`src/rtl/uart_cmd_ctrl.sv`:
```
// Command sequencer: turns the UART byte stream into time/alarm load strobes,
// toggles the alarm enable, and acknowledges every command with one ack byte.
module uart_cmd_ctrl #(
  parameter int unsigned TIMEOUT_CYC = 1200,
  parameter logic [7:0]  CR_CHAR     = 8'h0d
) (
  input  logic        clk12m,
  input  logic        rst,
  input  logic [7:0]  rx_data,
  input  logic        rx_data_rdy,
  output logic        ld_time,
  output logic        ld_alarm,
  output logic [15:0] ld_digits,
  output logic        alarm_en,
  output logic [7:0]  tx_data,
  output logic        tx_data_rdy,
  output logic        busy
);

  localparam logic [7:0]  ACK_K   = 8'h4b;
  localparam logic [7:0]  ACK_E   = 8'h45;
  localparam logic [7:0]  CH_L    = 8'h6c;
  localparam logic [7:0]  CH_A    = 8'h61;
  localparam logic [7:0]  CH_AT   = 8'h40;
  localparam logic [15:0] TMO_END = 16'(TIMEOUT_CYC - 1);

  typedef enum logic [2:0] {
    S_IDLE,
    S_D0,
    S_D1,
    S_D2,
    S_D3,
    S_WCR
  } state_t;

  state_t      state_q, state_d;
  logic        kind_alarm_q, kind_alarm_d;
  logic [15:0] digits_d;
  logic [15:0] tmo_q, tmo_d;
  logic        alarm_en_d, ld_time_d, ld_alarm_d, tx_rdy_d;
  logic [7:0]  tx_data_d;
  logic [3:0]  nib;

  function automatic logic is_digit(input logic [7:0] b);
    return (b >= 8'h30) && (b <= 8'h39);
  endfunction

  // Tens slots (Mtens, Stens) only go up to 5.
  function automatic logic [3:0] digit_limit(input state_t s);
    return ((s == S_D0) || (s == S_D2)) ? 4'd5 : 4'd9;
  endfunction

  assign nib  = rx_data[3:0];
  assign busy = (state_q != S_IDLE);

  always_comb begin
    state_d      = state_q;
    kind_alarm_d = kind_alarm_q;
    digits_d     = ld_digits;
    tmo_d        = tmo_q;
    alarm_en_d   = alarm_en;
    ld_time_d    = 1'b0;
    ld_alarm_d   = 1'b0;
    tx_rdy_d     = 1'b0;
    tx_data_d    = tx_data;
    if (rx_data_rdy) begin
      tmo_d = '0;
      case (state_q)
        S_IDLE: begin
          if (rx_data == CH_L) begin
            kind_alarm_d = 1'b0;
            state_d      = S_D0;
          end else if (rx_data == CH_A) begin
            kind_alarm_d = 1'b1;
            state_d      = S_D0;
          end else if (rx_data == CH_AT) begin
            alarm_en_d = ~alarm_en;
            tx_rdy_d   = 1'b1;
            tx_data_d  = ACK_K;
          end
        end
        S_D0, S_D1, S_D2, S_D3: begin
          if (is_digit(rx_data) && (nib <= digit_limit(state_q))) begin
            case (state_q)
              S_D0:    begin digits_d[15:12] = nib; state_d = S_D1;  end
              S_D1:    begin digits_d[11:8]  = nib; state_d = S_D2;  end
              S_D2:    begin digits_d[7:4]   = nib; state_d = S_D3;  end
              default: begin digits_d[3:0]   = nib; state_d = S_WCR; end
            endcase
          end else begin
            tx_rdy_d  = 1'b1;
            tx_data_d = ACK_E;
            state_d   = S_IDLE;
          end
        end
        S_WCR: begin
          tx_rdy_d = 1'b1;
          state_d  = S_IDLE;
          if (rx_data == CR_CHAR) begin
            ld_time_d  = ~kind_alarm_q;
            ld_alarm_d = kind_alarm_q;
            tx_data_d  = ACK_K;
          end else begin
            tx_data_d = ACK_E;
          end
        end
        default: state_d = S_IDLE;
      endcase
    end else if (state_q != S_IDLE) begin
      // A byte in the expiry cycle takes the branch above, so it always wins.
      if (tmo_q == TMO_END) begin
        tmo_d     = '0;
        tx_rdy_d  = 1'b1;
        tx_data_d = ACK_E;
        state_d   = S_IDLE;
      end else begin
        tmo_d = tmo_q + 16'd1;
      end
    end
  end

  always_ff @(posedge clk12m) begin
    if (rst) begin
      state_q      <= S_IDLE;
      kind_alarm_q <= 1'b0;
      ld_digits    <= '0;
      tmo_q        <= '0;
      alarm_en     <= 1'b0;
      ld_time      <= 1'b0;
      ld_alarm     <= 1'b0;
      tx_data_rdy  <= 1'b0;
      tx_data      <= 8'h00;
    end else begin
      state_q      <= state_d;
      kind_alarm_q <= kind_alarm_d;
      ld_digits    <= digits_d;
      tmo_q        <= tmo_d;
      alarm_en     <= alarm_en_d;
      ld_time      <= ld_time_d;
      ld_alarm     <= ld_alarm_d;
      tx_data_rdy  <= tx_rdy_d;
      tx_data      <= tx_data_d;
    end
  end

endmodule

```
`config.mk`:
```
export PLATFORM = sky130hd
export DESIGN_NAME = uart_cmd_ctrl
export DESIGN_NICKNAME = d
export VERILOG_FILES = /design/src/rtl/uart_cmd_ctrl.sv
export SDC_FILE = /design/constraint.sdc
export NUM_CORES = 1
export LEC_CHECK = 0
export ABC_AREA = 1
export BUFFER_PORTS_ARGS = -buffer_cell sky130_fd_sc_hd__buf_2
export CAP_MARGIN = 20
export CORE_ASPECT_RATIO = 1.5
export CORE_UTILIZATION = 60
export CTS_CLUSTER_DIAMETER = 200
export CTS_CLUSTER_SIZE = 25
export DETAILED_ROUTE_END_ITERATION = 8
export PLACE_DENSITY = 0.88
export SLEW_MARGIN = 20
export SYNTH_ARGS = -nofsm -noshare
export SYNTH_HDL_FRONTEND = slang
export SYNTH_SLANG_ARGS = --single-unit
```
`constraint.sdc`:
```
create_clock -name clk12m -period 3.65 [get_ports clk12m]
set_input_delay 0.365 -clock clk12m [delete_from_list [all_inputs] [get_ports clk12m]]
set_output_delay 0.365 -clock clk12m [all_outputs]
set_load 0.03 [all_outputs]
```
== Word level (Yosys, flattened, before mapping) ==
Cells that the tools add are included.
Widths: inputs -> output; s select.
Cells by class
  $add $sub $neg: 1
  order comparisons: 3
  equal/unequal tests: 16
  mux-type cells: 29
  bitwise gates (word level): 8
  reduce and logical (&&, ||, !) cells: 20
Operator list (count)
  $mux 8: 7
  $eq 8x7->1 const B: 3
  $pmux 8 s3: 1
  $mux 3: 6
  $add 16x1->16 const B: 1
  $eq 16x11->1 const B: 1
  $mux 16: 1
  $reduce_and 4->1: 4
  $ne 3x3->1 const B: 4
  $mux 1: 9
  $pmux 3 s3: 1
  $eq 8x4->1 const B: 1
  $ge 8x6->1 const B: 1
  $le 8x6->1 const B: 1
  $mux 4: 2
  $not 1->1: 8
  $reduce_or 4->1: 2
  $reduce_and 7->1: 1
  $eq 3x2->1 const B: 2
  $eq 3x3->1 const B: 2
  $pmux 3 s2: 1
  $reduce_and 3->1: 2
  $reduce_bool 2->1: 3
  $reduce_and 5->1: 1
  other kinds (11): 12
Storage, ports and cells
  bits in registers: 48
  bits of input ports: 11
  output and inout bits: 29
  word-level logic and storage cells: 89

== Longest topological paths before layout ==
Gate-level depths: netlist of run 1.
  word-level depth: 8
  gate-level depth with buffers: 15
  depth with buffers taken out: 15

== Least setup slack after synthesis of run 1 ==
Ideal clock, no wire load.
  path type: reg-to-reg
  start point: register state_q[0]
  end point: register ld_digits[4]
  library setup time: 0.116 ns
  arrival time: 1.735 ns
  required time: 3.534 ns
  slack: 1.799 ns
  cell stages (with the launch flop): 14
  clock period less this slack: 1.851 ns
  cells stage by stage: dfxtp_1 > inv_4 > nor2_1 > inv_1 > ha_1 > nand2_1 > nand2_1 > nand2_1 > nand3_2 > nor2_2 > buf_4 > nand2_1 > o21ai_0 > nor2_1
On the way
  cells in the longest elaborated chain, start to end: 6
  elaborated cells on any way between the ends: 10
  those cells by class: 1 x order compare; 4 x eq/ne; 1 x mux; 4 x reduce/logical
RTL lines
  start: declaration: line 36  | state_t state_q, state_d;
  start signal: assignment: line 134  | state_q <= state_d;
  $eq 3x1->1 / $eq 3x2->1 (equally long branches): line 50, 68, 84
  $logic_or 1x1->1: line 50  | return ((s == S_D0) || (s == S_D2)) ? 4'd5 : 4'd9;
  $mux 4: line 50
  $le 4x4->1: line 83  | if (is_digit(rx_data) && (nib <= digit_limit(state_q))) begin
  $logic_and 1x1->1: line 83
  $reduce_and 4->1 (no source line) (*)
  end signal: assignment: line 136  | ld_digits <= digits_d;
  end: declaration: line 13  | output logic [15:0] ld_digits,
Mark *: on every way between the ends. The rest lies on a longest branch, timed or not.
A chain may end at the register's enable or synchronous reset.

== Final worst setup path of run 1 ==
  start point: register state_q[0]
  end point: register ld_digits[3]
On the way
  cells in the longest elaborated chain, start to end: 6
  elaborated cells on any way between the ends: 12
  those cells by class: 1 x order compare; 4 x eq/ne; 1 x mux; 1 x bitwise; 5 x reduce/logical
RTL lines (line)
  $eq 3x1->1 / $eq 3x2->1 (equally long branches): 50, 68, 84
  $logic_or 1x1->1: 50
  $mux 4: 50
  $le 4x4->1: 83
  $logic_and 1x1->1: 83
  $reduce_and 4->1 (no source line) (*)
Marks and branches as above.

==> metrics.yaml, run 1 <==
cts_max_level: 2
grtUsageTotal_pct: 26.23
p_switching_mw: 0.2092
layout-drive-gt1-share_pct: 19.02
sw_frac_of_total_pct: 25.29
io_pins: 40
netlist_instances: 332
critPathSlowestCell: "dfxtp_1"
ant_nets: 0
fmax_mhz: 428.1
synth_area_leaders: "dfxtp_1 38%, nand2_1 12%, nor2_1 8.1%, a21oi_1 7.2%, inv_1 5.8%"
cp_slowest_stage_delay_ns: 0.43
drv_cap: 0
power.leakage_nw: 1.199
status: "finished, final reports clean"
die_width_um: 52.33
grt_pass1_wl_mm: 8.059
avgSynthCellArea_um2: 6.867
startpoint_type: "flop"
cp_common_cell: "nand2_1"
nFillCells: 330
routed_via_density: 5.307
diodes: 0
cts-root-buf: "clkbuf_8"
drc_errors: 0
reg2regPathDepth: 12
ys.flop_type: "dfxtp_1"
antenna_found_initial: 0
worstSetupStartpoint: "state_q[0]$_SDFFE_PP0P_"
crit_type: "flop to flop"
ys_types: 30
total_power_mw: 0.8273
crit_end: "ld_digits[3]$_SDFFE_PP0P_"
multiInputGateArea_um2: 1197
ir_drop_mv: 0.3146
port_buffers: 36
synthesis.area_um2: 2280
yosys_warnings: 0
fin_skew_ns: 0.005845
crit_fanout: 11
dpl.hpwl_mm: 3.743
yosysTopAreaCell: "dfxtp_1"
cts.sinks: 43
power_frac_seq_pct: 56.8
die_area_um2: 4055
wl_per_cell_um: 11.65
synth_edf_count: 0
arrival_ns: 2.52
r2r_setup_slack_ns: 1.31
die_height_um: 77.49
yosys.area.top_type_share_pct: 37.76
synthTopCellsByCount: "71 x nand2_1, 49 x nor2_1, 43 x dfxtp_1"
clockBufferDepth: 2
gp_congestion: 0.9275
required_ns: 3.83
start_util_pct: 62.48
fin_tns_setup_ns: 0
final_nets: 381
post_cts_buffers: 0
combPwrFrac_pct: 5.8
drtIter0Drc: 60
cts_tree: "built"
path_clk_slew_ns: 0.09
worst_r2r_endpoint: "ld_digits[3]$_SDFFE_PP0P_"
rsz0062_at_grt: "no"
grt_pass1_vias: 2048
wirelength_mm: 4.789
cts_buffers: 5
vias: 2181
grt_max_degree: 16
end_kind: "flop"
p_clk_share_pct: 37.4
crit_chain: "inv_4 > nor2_1 > inv_1 > ha_1 > nand2_1 > nand2_1 > nand2_1 > nand3_2 > nor2_2 > nand2_1 > a21oi_1 > nor2_1"
finalSetupViolations: 0
row_count: 27
coreArea_um2: 3649
holdBufCountCts: 0
power.internal_mw: 0.6181
post-route-util_pct: 69.62
area_growth_pct: 11.42
ys_seq_elements: 43
drv_slew: 0
synthArstFlopShare_pct: 0
yosysMostFrequentCell: "nand2_1"
powerDensity_nw_per_um2: 325.7
hold_violations: 0
cts-resized-gates: 0
finalCritPeriodShare_pct: 64.00
worst_skew_pair.late_latency_ns: 0.30
yosysSeqAreaShare_pct: 37.76
seqCellArea_um2: 860.8
r2r_start: "state_q[0]$_SDFFE_PP0P_"
dr.pass1.iters: 4
grt_remaining_overflow: 0
hold_class: "primary input to flop"
fin_crit_ns: 2.336
==> per-layer routing <==
layer,vias to the layer above,GRT usage (%),part of all wire [%]
met2,37,51.52,57
met5,-,0,0
met3,13,6.078,2.8
li1,1131,-,-
met4,0,14.47,2.9
met1,1000,21.94,38
==> layout make-up <==
type	instances	share of cell area, %
Multi-Input combinational cell	241	47.14
Sequential cell	43	33.89
Clock buffer	5	2.709
Tap cell	43	2.118
Timing Repair Buffer	36	7.094
Clock inverter	3	0.9360
Inverter	40	6.108
==> cells by family (layout without fill, tap and decap cells) <==
family / count (synthesis) / after routing / share of synthesized area, %
AOI/OAI and AO/OA: 47 / 47 / 10.43
xor gates and xnor gates: 2 / 2 / 0.7685
adders and majority gates: 3 / 3 / 1.647
buffers and inverters: 50 / 84 / 10.04
DFF: 43 / 43 / 37.76
other: 1 / 3 / 0.1645
and+or+nand+nor: 186 / 186 / 39.19
==> layout by cell type, fill, tap and decap left out, drive strengths merged <==
cell      netlist  layout
clkbuf          4       5
nand4           9       9
clkinvlp        0       2
o21a            1       1
or2             2       2
a21oi          33      33
nand3b          1       1
nand2          78      78
inv            40      41
dfxtp          43      43
xor2            2       2
nor3b           1       1
nand3          26      26
nor3           13      13
conb            1       3
buf             6      36
nor2           56      56
o21ai          13      13
ha              3       3
==> how the worst min path moves through the flow <==
stage,end,cells past startpoint,start,slack (ns)
floorplan,ld_time$_SDFF_PP0_,1,kind_alarm_q$_SDFFE_PP0P_,0.41
global placement,ld_time$_SDFF_PP0_,1,kind_alarm_q$_SDFFE_PP0P_,0.43
detailed placement,ld_time$_SDFF_PP0_,1,kind_alarm_q$_SDFFE_PP0P_,0.43
CTS,ld_digits[7]$_SDFFE_PP0P_,3,rx_data[3],0.37
global route,ld_digits[7]$_SDFFE_PP0P_,3,rx_data[3],0.39
finish,ld_digits[7]$_SDFFE_PP0P_,3,rx_data[3],0.38
==> worst max-delay path, delay by kind of cell, from the launching register on <==
family	cells	cell delay, ns
and+or+nand+nor	8	1.16
DFF	1	0.43
adders and majority gates	1	0.28
AOI/OAI and AO/OA	1	0.19
buffers and inverters	2	0.16
==> flip-flops by register name (all words and copies together), names as in the netlist <==
signal,count
ld_time,1
tmo_q,16
alarm_en,1
tx_data,3
ld_digits,16
ld_alarm,1
state_q,3
tx_data_rdy,1
kind_alarm_q,1
==> metrics by stage <==
step | area (um2) | instances | setup WS [ns] | hold slack (ns)
6_report | 2540 | 411 | 1.314 | 0.3781
5_1_grt | 2540 | 411 | 1.100 | 0.3942
4_1_cts | 2540 | 411 | 1.319 | 0.3737
3_5_place_dp | 2447 | 403 | 1.362 | 0.4291
3_3_place_gp | 2447 | 403 | 1.446 | 0.4252
2_1_floorplan | 2287 | 334 | 1.799 | 0.4080
==> power by group through the flow <==
stage          clock [mW]  sequential (mW)  combinational (mW)
6_report            0.309            0.470              0.0481
3_3_place_gp            0            0.481              0.0465
3_5_place_dp            0            0.481              0.0473
2_1_floorplan           0            0.482              0.0337
4_1_cts             0.316            0.470              0.0477
5_1_grt             0.335            0.470              0.0531
No activity file was read; power rests on OpenSTA's default activity.
==> inputs of run 2 (changes only) <==
ABC_AREA = 0   (was 1)
CORE_UTILIZATION = 49   (was 60)
PLACE_DENSITY = 0.78   (was 0.88)
clock period = 2.1 ns   (was 3.65 ns; I/O delays follow)
==> run 2 against run 1 <==
Compared with the run above:
- the flow now finishes with violations (setup timing)
- routed wire length decreased by 11%
- sequential cell count unchanged
- via count decreased by 21%
- sequential power is 75% higher
- clock power grew 83%
- non-clock buffer count is 15 higher
- sequential share of layout area decreased by 0.48 points
- hold slack got worse by 0.13 ns
- count of clock-buffer cells in the layout up 2
- power grew 82%
- synthesized cell count down 33%
- core utilization decreased by 5.6 points
- highest routed layer unchanged
==> metrics.yaml, run 2 <==
status: "finished, violations left"
violations: "setup timing"
grt_max_degree: 30
layout_commonest_cell: "dfxtp_1"
avgSynthCellArea_um2: 9.505
diodes: 0
cts.sinks: 43
path_buf_inv: 1
crit_chain: "and2b_2 > inv_4 > ha_4 > a21oi_4 > o211ai_4 > a211o_1 > nand3b_1 > a41o_1"
crit_type: "flop to flop"
powerDensity_nw_per_um2: 583.4
synthTopCellsByCount: "43 x dfxtp_1, 39 x nor2_1, 16 x mux2i_1"
reg2regPathDepth: 8
hold_class: "primary input to flop"
synth_area_leaders: "dfxtp_1 41%, mux2i_1 7.6%, nor2_1 6.9%, xor2_1 5.0%, nand4_1 2.4%"
startpoint_type: "flop"
instances_no_fill: 315
yosysMostFrequentCell: "dfxtp_1"
grt_remaining_overflow: 0
die_width_um: 55.70
fin_skew_ns: 0.005160
cts_buffers: 5
fmax_mhz: 469.3
netlist_instances: 223
fin_crit_ns: 2.131
path_clk_slew_ns: 0.08
seqCellArea_um2: 862.1
layout_setup_ws_ns: -0.03083
nFillCells: 339
ys_seq_elements: 43
slew_headroom_pct: 62.85
row_count: 28
yosysSeqAreaShare_pct: 40.61
cts_max_level: 2
grt_pass1_wl_mm: 7.107
synthSimpleGateAreaFrac_pct: 28.10
cts-root-buf: "clkbuf_8"
gp_congestion: 0.7923
clockBufferDepth: 2
dpl.hpwl_mm: 3.163
worst_skew_pair.late_latency_ns: 0.29
tightest_slew_ns: 0.5495
vias: 1730
wl_per_cell_um: 13.48
yosys.area_share.adder_pct: 2.243
drv_cap: 0
yosys_warnings: 0
grtUsageTotal_pct: 19.77
arrival_ns: 2.32
crit_cells: 8
ys.flop_type: "dfxtp_1"
place_ws_ns: -0.01759
wirelength_mm: 4.247
drtIter0Drc: 55
dr.pass1.iters: 4
power.leakage_nw: 0.9837
multiInputGateArea_um2: 1225
die_height_um: 82.55
rsz0062_at_grt: "yes"
hold_violations: 0
synthMuxAreaShare_pct: 7.556
cp_top_family: "compound AO/OA/AOI/OAI gates"
yosys.area.top_type_share_pct: 40.61
synth_compound_area_share_pct: 9.504
coreArea_um2: 4029
drv_slew: 0
yosysTopAreaCell: "dfxtp_1"
synthArstFlopShare_pct: 0
ys_types: 49
cts_tree: "built"
reg_top3: "ld_digits: 16 flops, tmo_q: 16 flops"
drc_errors: 0
worstHoldPathCells: 3
end_kind: "flop"
start_util_pct: 52.61
antenna_found_initial: 0
final_cell_mix: "42 x dfxtp_1, 39 x nor2_1, 36 x buf_2"
ir_drop_mv: 0.4870
required_ns: 2.29
area_growth_pct: 21.72
critPathSlowestCell: "o211ai_4"
cp_slowest_stage_delay_ns: 0.38
fin_tns_setup_ns: -0.03222
layout-drive-gt1-share_pct: 31.48
grt_pass1_vias: 1618
synth_edf_count: 0
routed_via_density: 5.492
ant_nets: 0
port_buffers: 36
final_nets: 283
synthesis.area_um2: 2120
dpl.cell_count: 306
die_area_um2: 4598
io_pins: 40
holdWs_ns: 0.2508
finalSetupViolations: 2
synth_top_family_by_area: "simple AND/OR/NAND/NOR gates"
synth-xor-area-share_pct: 6.612
crit_fanout: 7
finalCritPeriodShare_pct: 101.5
-- run 2: cell types whose count changed after synthesis, sizes merged, moves of 13 or more --
cell	before	now
nand3	26	5
mux2i	0	16
o21ai	13	0
a21oi	33	7
inv	40	8
nor2	56	39
nand2	78	13
-- run 2: report_power, final --
part / total (mW) / internal (mW) / switching (mW)
Sequential: 0.821 / 0.818 / 0.00248
Combinational: 0.120 / 0.0399 / 0.0799
Clock: 0.565 / 0.299 / 0.266
-- run 2: cell type report --
| cell class | count | share of cell area (%) |
|---|---|---|
| Inverter | 8 | 1.261 |
| Multi-Input combinational cell | 160 | 47.48 |
| Clock buffer | 7 | 3.734 |
| Timing Repair Buffer | 51 | 11.64 |
| Clock inverter | 1 | 0.2910 |
| Tap cell | 45 | 2.182 |
| Sequential cell | 43 | 33.41 |
-- run 2: what timing repair did --
action	4_1_cts	5_1_grt
gates resized for setup	0	8
cloned	0	0
buffers inserted	0	1
hold buffers	0	0
setup endpoints to repair	1	21
pin swaps	1	4
-- run 2: logic make-up (layout without fill, tap and decap cells) --
| logic type | count (synthesis) | count (layout) |
|---|---|---|
| adder cells (fa/ha/maj) | 4 | 4 |
| AO/OA/AOI/OAI | 23 | 23 |
| other | 1 | 3 |
| buffers and inverters | 22 | 67 |
| multiplexers | 16 | 16 |
| flip-flops | 43 | 43 |
| XOR/XNOR | 16 | 16 |
| AND/OR/NAND/NOR | 98 | 98 |
-- run 2: worst paths after layout --
path / from / to / slack [ns]
setup / recovery: state_q[2]$_SDFFE_PP0P_ / tx_data[3]$_SDFFE_PP0P_ / -0.03
hold / removal: rx_data[0] / ld_digits[8]$_SDFFE_PP0P_ / 0.25
setup reg to reg: state_q[2]$_SDFFE_PP0P_ / tx_data[3]$_SDFFE_PP0P_ / -0.03
hold reg to reg: tx_data[2]$_SDFFE_PP0P_ / tx_data[2]$_SDFFE_PP0P_ / 0.47
-- run 2: worst reg2reg max path, delay by kind of cell, from the launching register on --
family | cells | cell delay [ns]
adder cells (fa/ha/maj) | 1 | 0.29
AND/OR/NAND/NOR | 2 | 0.45
flip-flops | 1 | 0.32
AO/OA/AOI/OAI | 4 | 0.91
buffers and inverters | 1 | 0.06
-- run 2: metrics by stage --
| step | instance area [um2] | total power [mW] | util (%) |
|---|---|---|---|
| 4_1_cts | 2532 | 1.526 | 62.86 |
| 3_3_place_gp | 2429 | 0.9532 | 60.28 |
| 5_1_grt | 2580 | 1.559 | 64.04 |
| 3_5_place_dp | 2429 | 0.9548 | 60.28 |
| 6_report | 2580 | 1.505 | 64.04 |
| 2_1_floorplan | 2173 | 0.9248 | - |
-- run 2: metal layers --
layer | up-vias | global-route usage, % | wire (um)
met1 | 814 | 20.13 | 1723
met2 | 36 | 38.31 | 2280
li1 | 869 | - | -
met5 | - | 0 | 0
met4 | 0 | 10.25 | 99
met3 | 11 | 3.738 | 144
==> inputs of run 3 (changes only) <==
ABC_CLOCK_PERIOD_IN_PS = 2000   (was not set)
CORE_UTILIZATION = 55   (was 49)
MAX_ROUTING_LAYER = met4   (was not set)
PLACE_DENSITY = 0.82   (was 0.78)
clock period = 2 ns   (was 2.1 ns; I/O delays follow)
==> run 3 against run 2 <==
Compared with the run above:
- via count grew 9.9%
- routed wire length grew 23%
- power grew 14%
- sequential share of layout area shrank 1.5 points
- the run still ends with setup timing left
==> metrics.yaml, run 3 (synthesized netlist as in run 2, its figures left out) <==
path_buf_inv: 3
hold_class: "primary input to flop"
slew_headroom_pct: 60.76
seqCellArea_um2: 862.1
worst_skew_pair.late_latency_ns: 0.30
routed_via_density: 5.813
required_ns: 2.17
layout-drive-gt1-share_pct: 33.80
gp_congestion: 0.8363
final_cell_mix: "42 x dfxtp_1, 39 x nor2_1, 36 x buf_2"
coreArea_um2: 3682
clockBufferDepth: 2
grt_pass1_vias: 1768
fin_skew_ns: 0.007117
nFillCells: 260
arrival_ns: 2.32
reg_top3: "ld_digits: 16 flops, tmo_q: 16 flops"
grt_pass1_wl_mm: 7.803
die_height_um: 78.03
port_buffers: 36
start_util_pct: 57.56
grt_max_degree: 30
violations: "setup timing"
die_area_um2: 4111
wirelength_mm: 5.240
hold_violations: 0
layout_commonest_cell: "dfxtp_1"
vias: 1901
place_ws_ns: -0.09283
die_width_um: 52.69
drv_slew: 0
drv_cap: 0
area_growth_pct: 27.57
final_nets: 297
fmax_mhz: 465.8
startpoint_type: "flop"
cts_max_level: 2
power.leakage_nw: 1.069
cts_tree: "built"
row_count: 27
crit_type: "flop to flop"
end_kind: "flop"
cp_common_cell: "buf_6"
holdBufCountCts: 0
ir_drop_mv: 0.6900
total_power_mw: 1.714
crit_chain: "and2b_2 > inv_4 > ha_4 > a21oi_4 > o211ai_4 > buf_6 > nor4b_4 > buf_6 > mux2i_1 > nor2_1"
fin_tns_setup_ns: -1.747
ant_nets: 0
dr.pass1.iters: 4
grtUsageTotal_pct: 25.83
layout_setup_ws_ns: -0.1470
cts_buffers: 5
drtIter0Drc: 29
cts.sinks: 43
wl_per_cell_um: 16.02
dpl.hpwl_mm: 3.465
antenna_found_initial: 0
path_clk_slew_ns: 0.08
multiInputGateArea_um2: 1216
diodes: 0
placed_cell_area_um2: 2487
instances_no_fill: 327
fin_crit_ns: 2.147
final_area_um2: 2704
powerDensity_nw_per_um2: 633.8
crit_fanout: 7
drc_errors: 0
finalSetupViolations: 21
cp_top_family: "simple AND/OR/NAND/NOR gates"
grt_remaining_overflow: 0
rsz0062_at_grt: "yes"
dpl.cell_count: 310
status: "finished, violations left"
tightest_slew_ns: 0.5870
critPathSlowestCell: "dfxtp_2"
cts-root-buf: "clkbuf_8"
finalCritPeriodShare_pct: 107.3
io_pins: 40
cp_slowest_stage_delay_ns: 0.33
[run 3: cell types whose count changed in the layout (fill, tap and decap cells not counted), sizes merged]
| cell | delta |
|---|---|
| bufinv | +1 |
| clkbuf | -1 |
| clkinv | +1 |
| buf | +14 |
| clkinvlp | -1 |
[run 3: final timing paths]
path | start | endpoint | slack (ns) | cells past startpoint
setup reg to reg | state_q[2]$_SDFFE_PP0P_ | ld_digits[8]$_SDFFE_PP0P_ | -0.15 | 10
hold / removal | rx_data[0] | ld_digits[12]$_SDFFE_PP0P_ | 0.25 | 3
hold reg to reg | kind_alarm_q$_SDFFE_PP0P_ | ld_time$_SDFF_PP0_ | 0.49 | 1
setup / recovery | state_q[2]$_SDFFE_PP0P_ | ld_digits[8]$_SDFFE_PP0P_ | -0.15 | 10
[run 3: repair_timing]
item	in CTS	in global routing
endpoints found under the hold margin	0	0
endpoints found under the setup margin	16	21
buffers inserted	2	7
pin swaps	2	2
gates resized for setup	2	4
[run 3: cell type report]
cell class / count / area share (%)
Clock buffer: 6 / 3.054
Sequential cell: 43 / 31.88
Timing Repair Buffer: 65 / 15.59
Inverter: 8 / 1.203
Tap cell: 43 / 1.990
Clock inverter: 2 / 1.296
Multi-Input combinational cell: 160 / 44.98
[run 3: tightest hold or removal path: stages]
cell	delay [ns]
buf_2	0.15
mux2i_1	0.09
nor2_1	0.07
[run 3: metrics by stage]
| step | util [%] | hold slack, ns |
|---|---|---|
| 2_1_floorplan | - | 0.3472 |
| 3_3_place_gp | 67.55 | 0.4513 |
| 3_5_place_dp | 67.55 | 0.4670 |
| 4_1_cts | 71.39 | 0.2392 |
| 5_1_grt | 73.43 | 0.2595 |
| 6_report | 73.43 | 0.2470 |
[run 3: metal layers]
metal | track usage [%] | wire (um)
met4 | 10.26 | 117
met5 | - | 0
met3 | 6.202 | 194
met2 | 45.06 | 2867
met1 | 26.86 | 2060
[run 3: power breakdown]
part | total, mW | internal [mW] | leakage, nW | switching [mW]
clock network | 0.707 | 0.404 | 0.0612 | 0.303
logic | 0.145 | 0.0517 | 0.661 | 0.0932
registers | 0.862 | 0.859 | 0.347 | 0.00283
